--- src/rtl/skid_buffer_pkg.sv ---
// Shared types and defaults for the two-entry skid buffer.
package skid_buffer_pkg;

    localparam int unsigned SKID_DEFAULT_WIDTH = 32;

    typedef enum logic [1:0] {
        SKID_EMPTY = 2'd0,
        SKID_BUSY  = 2'd1,
        SKID_FULL  = 2'd2
    } skid_state_e;

endpackage

--- src/rtl/skid_buffer_reg.sv ---
// Load-enabled data register with synchronous active-high clear.
module skid_buffer_reg #(
    parameter int unsigned WIDTH = 32
) (
    input  logic             clk,
    input  logic             rst,
    input  logic             load_i,
    input  logic [WIDTH-1:0] data_i,
    output logic [WIDTH-1:0] data_o
);

    always_ff @(posedge clk) begin
        if (rst) begin
            data_o <= '0;
        end else if (load_i) begin
            data_o <= data_i;
        end
    end

endmodule

--- src/rtl/skid_buffer.sv ---
// Two-entry valid/ready skid buffer; in_ready_o depends only on registered state and reset.
// Optional saturating stall counter enabled by defining SKID_BUFFER_STALL_CNT_EN.
module skid_buffer
    import skid_buffer_pkg::*;
#(
    parameter int unsigned WIDTH = SKID_DEFAULT_WIDTH
`ifdef SKID_BUFFER_STALL_CNT_EN
    ,
    parameter int unsigned STALL_CNT_WIDTH = 16
`endif
) (
    input  logic                       clk,
    input  logic                       rst_n,
    input  logic                       in_valid_i,
    output logic                       in_ready_o,
    input  logic [WIDTH-1:0]           in_data_i,
    output logic                       out_valid_o,
    input  logic                       out_ready_i,
    output logic [WIDTH-1:0]           out_data_o
`ifdef SKID_BUFFER_STALL_CNT_EN
    ,
    output logic [STALL_CNT_WIDTH-1:0] stall_count_o
`endif
);

    skid_state_e      state;
    skid_state_e      state_next;
    logic             main_load;
    logic             skid_load;
    logic             main_from_skid;
    logic             in_accept;
    logic             out_accept;
    logic [WIDTH-1:0] skid_data;
    logic [WIDTH-1:0] main_data_in;

    // rst_n is active-high here; ready is held low for the whole reset cycle.
    assign in_ready_o  = !rst_n && (state != SKID_FULL);
    assign out_valid_o = (state == SKID_BUSY) || (state == SKID_FULL);
    assign in_accept   = in_valid_i && in_ready_o;
    assign out_accept  = out_valid_o && out_ready_i;

    always_ff @(posedge clk) begin
        if (rst_n) begin
            state <= SKID_EMPTY;
        end else begin
            state <= state_next;
        end
    end

    always_comb begin
        state_next     = state;
        main_load      = 1'b0;
        skid_load      = 1'b0;
        main_from_skid = 1'b0;
        case (state)
            SKID_BUSY: begin
                if (in_accept && out_accept) begin
                    main_load = 1'b1;
                end else if (in_accept) begin
                    skid_load  = 1'b1;
                    state_next = SKID_FULL;
                end else if (out_accept) begin
                    state_next = SKID_EMPTY;
                end
            end
            SKID_FULL: begin
                if (out_accept) begin
                    main_load      = 1'b1;
                    main_from_skid = 1'b1;
                    state_next     = SKID_BUSY;
                end
            end
            // EMPTY and any unrecognised encoding
            default: begin
                state_next = SKID_EMPTY;
                if (in_accept) begin
                    main_load  = 1'b1;
                    state_next = SKID_BUSY;
                end
            end
        endcase
    end

    assign main_data_in = main_from_skid ? skid_data : in_data_i;

    skid_buffer_reg #(.WIDTH(WIDTH)) u_main (
        .clk    (clk),
        .rst    (rst_n),
        .load_i (main_load),
        .data_i (main_data_in),
        .data_o (out_data_o)
    );

    skid_buffer_reg #(.WIDTH(WIDTH)) u_skid (
        .clk    (clk),
        .rst    (rst_n),
        .load_i (skid_load),
        .data_i (in_data_i),
        .data_o (skid_data)
    );

`ifdef SKID_BUFFER_STALL_CNT_EN
    // Counts cycles a valid word waits on the consumer; sticks at all-ones.
    always_ff @(posedge clk) begin
        if (rst_n) begin
            stall_count_o <= '0;
        end else if (out_valid_o && !out_ready_i && (stall_count_o != '1)) begin
            stall_count_o <= stall_count_o + STALL_CNT_WIDTH'(1);
        end
    end
`endif

endmodule

--- config.mk ---
export PLATFORM = sky130hd
export DESIGN_NAME = skid_buffer
export DESIGN_NICKNAME = d
export VERILOG_FILES = /design/src/rtl/skid_buffer_pkg.sv /design/src/rtl/skid_buffer_reg.sv /design/src/rtl/skid_buffer.sv
export SDC_FILE = /design/constraint.sdc
export NUM_CORES = 1
export LEC_CHECK = 0
export ABC_AREA = 1
export BUFFER_PORTS_ARGS = -buffer_cell sky130_fd_sc_hd__clkbuf_2
export CAP_MARGIN = 30
export CORE_MARGIN = 4
export CORE_UTILIZATION = 50
export DETAILED_ROUTE_END_ITERATION = 16
export PLACE_DENSITY_LB_ADDON = 0.25
export SLEW_MARGIN = 15
export SYNTH_ARGS = -nofsm -noshare
export SYNTH_HDL_FRONTEND = slang
export SYNTH_SLANG_ARGS = --single-unit
--- constraint.sdc ---
create_clock -name clk -period 2.3 [get_ports clk]
set_input_delay 0.23 -clock clk [delete_from_list [all_inputs] [get_ports clk]]
set_output_delay 0.23 -clock clk [all_outputs]
set_load 0.005 [all_outputs]
==> results of run 1 <==
## cell families after synthesis
family / Yosys count
adders and majority gates: 3
buffers and inverters: 59
DFF: 66
and+or+nand+nor: 240
AOI/OAI and AO/OA: 69
## through the flow
stage / power, mW / worst slack, ns / hold slack (ns) / area (um^2)
after floorplan: 1.73 / 0.773 / 0.302 / 3080
after global routing: 3.07 / 0.0743 / 0.137 / 3620
after global placement: 1.91 / 0.359 / 0.431 / 3420
after detailed placement: 1.92 / 0.306 / 0.436 / 3420
after CTS: 2.93 / 0.268 / 0.129 / 3620
final: 2.90 / 0.292 / 0.142 / 3620
## sequential cells by signal, indices dropped and copies added, names as in the netlist
name / cells
u_skid.data_o: 32
u_main.data_o: 32
state: 2
## cell type report
class                   count  area share [%]
clock buffers              13            4.66
clock inverters             2           0.967
inverters                  28            2.90
multi-input cells         312            40.8
flip-flops and latches     66            36.5
well taps                  75            2.59
repair buffers             74            11.6
## cells in the final DEF (no fill, tap or decap)
master,n
a21oi_1,18
clkbuf_8,12
nor2_1,95
nand3b_1,32
ha_1,3
inv_2,6
clkinv_2,1
nand2_1,88
inv_1,22
nand3_1,18
bufinv_16,1
o21ai_1,24
nor2_4,3
nand4_4,1
clkbuf_2,69
dfxtp_1,66
clkbuf_1,1
o21ai_0,26
a21oi_2,1
buf_4,2
buf_12,3
nand2_2,3
## routing by layer
metal | GRT usage [%] | up-vias
met1 | 26.4 | 1288
met2 | 33.9 | 73
met3 | 5.80 | 5
li1 | - | 1503
met5 | 0 | -
met4 | 6.94 | 0
## cell usage after synthesis (5+ instances only)
cell type	instances	share of area [%]
a21oi_1	18	2.9
buf_2	17	2.8
buf_6	5	1.8
clkbuf_1	6	0.73
dfxtp_1	66	43
inv_1	23	2.8
inv_2	5	0.61
nand2_1	88	11
nand3_1	18	2.9
nand3b_1	32	7.8
nor2_1	95	12
o21ai_0	26	4.2
o21ai_1	24	3.9
## power breakdown
group | switching [mW] | total [mW] | internal, mW
Sequential | 0.0504 | 1.31 | 1.26
Clock | 0.418 | 1.00 | 0.583
Combinational | 0.348 | 0.593 | 0.244
Total | 0.817 | 2.90 | 2.08
## worst min-delay path, stage by stage
cell and delay, ns:
clkbuf_2 0.09, o21ai_1 0.06, nor2_1 0.07
## how the worst max path moves through the flow
stage                              to  slack (ns)  cells after the start
floorplan           u_skid.data_o[23]        0.77                      8
global placement    u_main.data_o[10]        0.36                      8
detailed placement  u_main.data_o[10]        0.31                      8
CTS                 u_main.data_o[10]        0.27                      8
global route        u_main.data_o[22]        0.07                      8
finish              u_main.data_o[10]        0.29                      8
==> impl_results.md, run 1 <==
* GRT Residual Overflow at 0
* Synthesized net count at 476
* Relative slew slack at 48.6%
* Final WL at 7.30 mm
* FF-to-FF End: u_main.data_o[10]
* Mux cell area share after synthesis at 0%
* Hold Crit Depth at 3
* Vias at 2869
* PortBufs at 69
* Met3 routed WL at 496 um
* Post-layout min period at 2.01 ns
* Slew Limit Fails at 0
* IO Pins at 70
* Hold Buf Count CTS at 0
* Setup TNS Final at 0 ns
* DR iter-0 viols at 200
* Critical path origin: state[0]
* Worst skew pair latency at 0.34 ns
* TritonCTS clock tree: done
* Rows at 28
* Buffers and inverters on the worst path at 2
* Mapped Area at 0.00308 mm^2
* Setup CP Type: register to register
* Final hold violations at 0
* Placed cells at 555
* Drt drc at 0
* Clock buffer depth at 2
* Final critical-path share of the clock period at 87.3%
* Min-delay src: in_data_i[3]
* IR drop worst, VDD at 0.558 mV
* Power Dens Cells at 800 mW/mm^2
* N_diodes at 0
* Xor and xnor area share after synthesis at 0%
* Core Area at 0.00596 mm^2
* Vias in the first global route at 2686
* Synth cell types at 19
* Die W at 86.5 um
* Sequential cell area fraction in the yosys report at 42.9%
* CTS H-tree lvls at 3
* Largest net degree at the start of global routing at 41
* Crit-path slowest cell: nor2_4
* Adder-Cell Fraction of Synth Area at 1.22%
* Post-synth EDFFs at 0
* Critical path fanouts, max at 32
* Post-CTS sizing at 0
* Maxcap violations at 0
* Fraction of final layout cells sized beyond drive strength 1 at 20.6%
* Final std cells w/o fill at 570
* Reg area at 0.00132 mm^2
* Hold Path Sink: u_skid.data_o[3]
* GPL Wtd Cong at 0.824
* Seq cells post-synth at 66
* CP peak stage delay at 0.59 ns
* RSZ-0062 raised after global routing: no
* Initial core utilization at 51.8%
* Avg WL per Cell at 12.8 um
* Initial antenna violation count at 0
* ANT nets after route at 0
* Clock Sinks at 66
* Layout area overhead at 17.5%
* # fillers at 584
* FF-to-FF setup slack at 0.29 ns
* DR top layer: met4
* Global Route Usage Sum at 20.7%
* Total CTS buffers at 9
* Synth Area in Simple Gates at 35.4%
* M1 WL at 3.37 mm
* Leakage Power at 1.78 nW
* Synthesized instance count at 437
* Multi-input logic area at 0.00148 mm^2
* Crit path cell chain: inv_1, ha_1, nor2_4, nand4_4, inv_2, nor2_4, nor2_1, nor2_1
* HP Class: input pin to register
* Largest family of logic cells by synthesized area: simple AND/OR/NAND/NOR gates
* CP arrival at 2.29 ns
* Worst setup EP type: register
* Worst Clk Skew at 0.00902 ns
* Reg2Reg Depth at 8
* Measured slew at the worst slew-check pin at 0.769 ns
* Launch point of the worst reg-to-reg path: state[0]
* YS warnings at 0
* First-pass GRT wire length at 12.3 mm
* CP top delay family: simple AND/OR/NAND/NOR gates
* Setup Buffers After CTS at 0
* Asr flop ratio synth at 0%
* Final Core Density at 60.8%
* Syn Area/Cell at 7.05 um^2
* Endpoints failing setup at 0
* Worst Setup Start Kind: register
* Clock transition at path regs at 0.07 ns
* Data required time of the worst path at 2.58 ns
* Vias per inst at 5.03
* Post-layout nets at 530
* Die Ht at 86.5 um
* Die Area at 0.00749 mm^2
* Hpwl dp at 4.75 mm
* CTS Root Cell: clkbuf_8
* Fmax at 0.498 GHz
* Outcome: completed
* Synth Area in Compound Gates at 11.3%
* Met2 Routed Length at 3.37 mm
* 1st-pass router iterations at 4
* Synth Flop Type: dfxtp_1
No activity file was read; power rests on OpenSTA's default activity.
==> run 2: changes to the inputs <==
- ABC_AREA: 1 -> unset
==> impl_results.md, run 2 <==
* Synth Flop Type: dfxtp_1
* GRT Residual Overflow at 0 (unchanged)
* Yosys top cell area share at 45.3% (+2.4 points)
* Post-layout nets at 455 (-14%)
* Maxcap violations at 0 (unchanged)
* Highest-count cells in the layout ignoring fill and taps: 98 x nand2_1, 69 x clkbuf_2, 66 x dfxtp_1
* Final critical-path share of the clock period at 88.9% (+1.6 points)
* Setup CP Type: register to register
* Hpwl dp at 4.86 mm (+2.4%)
* Die Area at 0.00712 mm^2 (-4.9%)
* Hold Buf Count CTS at 0 (unchanged)
* Measured slew at the worst slew-check pin at 0.528 ns (-0.241 ns)
* Worst skew pair latency at 0.35 ns (about the same)
* Post-synth top cells: 98 x nand2_1, 66 x dfxtp_1, 33 x a21oi_1, 33 x nand3_1, 32 x nor3_1
* Power Dens Cells at 741 mW/mm^2 (-7.4%)
* HP Class: input pin to register
* Largest net degree at the start of global routing at 51 (+24%)
* Fraction of final layout cells sized beyond drive strength 1 at 26.4% (+5.8 points)
* Vias at 2684 (-6.4%)
* Seq cells post-synth at 66 (unchanged)
* CP arrival at 2.30 ns (about the same)
* CTS Root Cell: clkbuf_8
* Critical path origin: state[0]
* Core Area at 0.00557 mm^2 (-6.4%)
* PortBufs at 69 (unchanged)
* 1st-pass router iterations at 4 (unchanged)
* IO Pins at 70 (unchanged)
* Die W at 84.4 um (-2.5%)
* Drt drc at 0 (unchanged)
* Layout area overhead at 18.3%
* Post-CTS sizing at 0 (unchanged)
* Commonest non-fill, non-tap cell in the layout: nand2_1
* Slew Limit Fails at 0 (unchanged)
* Syn Area/Cell at 8.20 um^2 (+16%)
* Placed cells at 477 (-14%)
* Die Ht at 84.4 um (-2.5%)
* DR iter-0 viols at 192 (-4.0%)
* Critical path fanouts, max at 20 (-38%)
* CTS H-tree lvls at 3 (unchanged)
* Met3 routed WL at 484 um (-2.4%)
* Leakage Power at 1.40 nW (-21%)
* Area contributors post-synth: dfxtp_1 45%, nand2_1 13%, a311oi_1 6.9%, a21oi_1 5.7%, nand3_1 5.7%
* Post-synth EDFFs at 0 (unchanged)
* YS warnings at 0 (unchanged)
* Fmax at 0.489 GHz (-1.8%)
* GPL Wtd Cong at 0.825 (+0.18%)
* # fillers at 525 (-10%)
* Worst Clk Skew at 0.00677 ns (-0.00226 ns)
* Total CTS buffers at 9 (unchanged)
* Final hold violations at 0 (unchanged)
* Worst setup EP type: register
* Initial core utilization at 52.3% (+0.58 points)
* Endpoints failing setup at 0 (unchanged)
* Mapped Area at 0.00292 mm^2 (-5.4%)
* Clock transition at path regs at 0.07 ns (about the same)
* Launch point of the worst reg-to-reg path: state[0]
* FF-to-FF setup slack at 0.25 ns (-0.04 ns)
* DR top layer: met4
* Clock buffer depth at 2 (unchanged)
* First-pass GRT wire length at 12.2 mm (-0.73%)
* TritonCTS clock tree: done
* Yosys top cell by area: dfxtp_1
* Outcome: completed
* Vias in the first global route at 2631 (-2.0%)
* Sequential cell area fraction in the yosys report at 45.3% (+2.4 points)
* FF-to-FF End: u_main.data_o[22]
* Data required time of the worst path at 2.55 ns (-0.03 ns)
* Synthesized instance count at 356 (-19%)
* Reg2Reg Depth at 7 (-1)
* RSZ-0062 raised after global routing: no
* IR drop worst, VDD at 0.408 mV (-27%)
* Final std cells w/o fill at 492 (-14%)
* Synth cell types at 27 (+8)
* Setup Buffers After CTS at 0 (unchanged)
* Post-layout min period at 2.05 ns (+0.0370 ns)
* Critical path endpoint: u_main.data_o[22]
* Vias per inst at 5.46 (+8.4%)
* Biggest regs: u_main.data_o: 32 flops, u_skid.data_o: 32 flops, state: 2 flops
* Asr flop ratio synth at 0% (unchanged)
* M1 WL at 3.34 mm (-0.92%)
* Relative slew slack at 64.8% (+16 points)
* Avg WL per Cell at 15.0 um (+17%)
* Met2 Routed Length at 3.44 mm (+2.2%)
* Top-count cell post-synth: nand2_1
* Rows at 27 (-3.6%)
* Setup TNS Final at 0 ns (unchanged)
* Synthesized net count at 395 (-17%)
* Worst Setup Start Kind: register
* Final WL at 7.37 mm (+0.99%)
* Initial antenna violation count at 0 (unchanged)
* Global Route Usage Sum at 21.3% (+0.56 points)
* ANT nets after route at 0 (unchanged)
* Clock Sinks at 66 (unchanged)
* N_diodes at 0 (unchanged)
run 2: per-stage QoR:
step	power [mW]	setup slack [ns]	utilization, %	hold slack [ns]	cell area (um^2)
after floorplan	1.57	0.326	-	0.366	2920
after global placement	1.71	0.354	58.9	0.442	3280
after detailed placement	1.72	0.288	58.9	0.447	3280
after CTS	2.57	0.252	61.9	0.111	3450
after global routing	2.68	0.0619	61.9	0.118	3450
final	2.56	0.255	61.9	0.110	3450
run 2: layer usage:
layer  global-route usage (%)  vias up
met5                        0        -
met4                     8.49        0
met3                     5.30       13
met2                     35.4       69
met1                     26.5     1231
li1                         -     1371
run 2: cell families (layout without fill, tap and decap cells):
logic type | Yosys count | in the layout | synth area share [%]
adder cells (fa/ha/maj) | 3 | 3 | 1.29
flip-flops | 66 | 66 | 45.3
multiplexers | 2 | 2 | 1.11
AND/OR/NAND/NOR | 174 | 174 | 26.5
AO/OA/AOI/OAI | 70 | 70 | 18.6
buffers and inverters | 41 | 105 | 7.25
run 2: worst min-delay path by stage:
stage | from | endpoint | slack (ns) | cells after the start
after floorplan | in_data_i[0] | u_skid.data_o[0] | 0.37 | 2
after global placement | u_skid.data_o[2] | u_skid.data_o[2] | 0.44 | 2
after detailed placement | u_skid.data_o[29] | u_skid.data_o[29] | 0.45 | 2
after CTS | in_data_i[10] | u_skid.data_o[10] | 0.11 | 3
after global routing | in_data_i[25] | u_skid.data_o[25] | 0.12 | 3
final | in_data_i[2] | u_skid.data_o[2] | 0.11 | 3
run 2: where the power goes:
part / internal, mW / switching [mW]
Clock: 0.438 / 0.424
Combinational: 0.186 / 0.240
Sequential: 1.23 / 0.0431
run 2: layout make-up:
class                           instances  area (um^2)  area share (%)
Clock buffer                           12          155            4.50
Clock inverter                          3         15.0           0.435
Inverter                                5         18.8           0.544
Multi-Input combinational cell        249         1390            40.1
Sequential cell                        66         1320            38.3
Tap cell                               72         90.1            2.61
Timing Repair Buffer                   85          465            13.5
run 2: worst max-delay path, stage by stage (launching register included):
cell	delay, ns
dfxtp_1	0.34
inv_1	0.07
ha_1	0.26
or3b_4	0.46
nor3_4	0.20
buf_4	0.29
nor3_1	0.08
a311oi_1	0.26
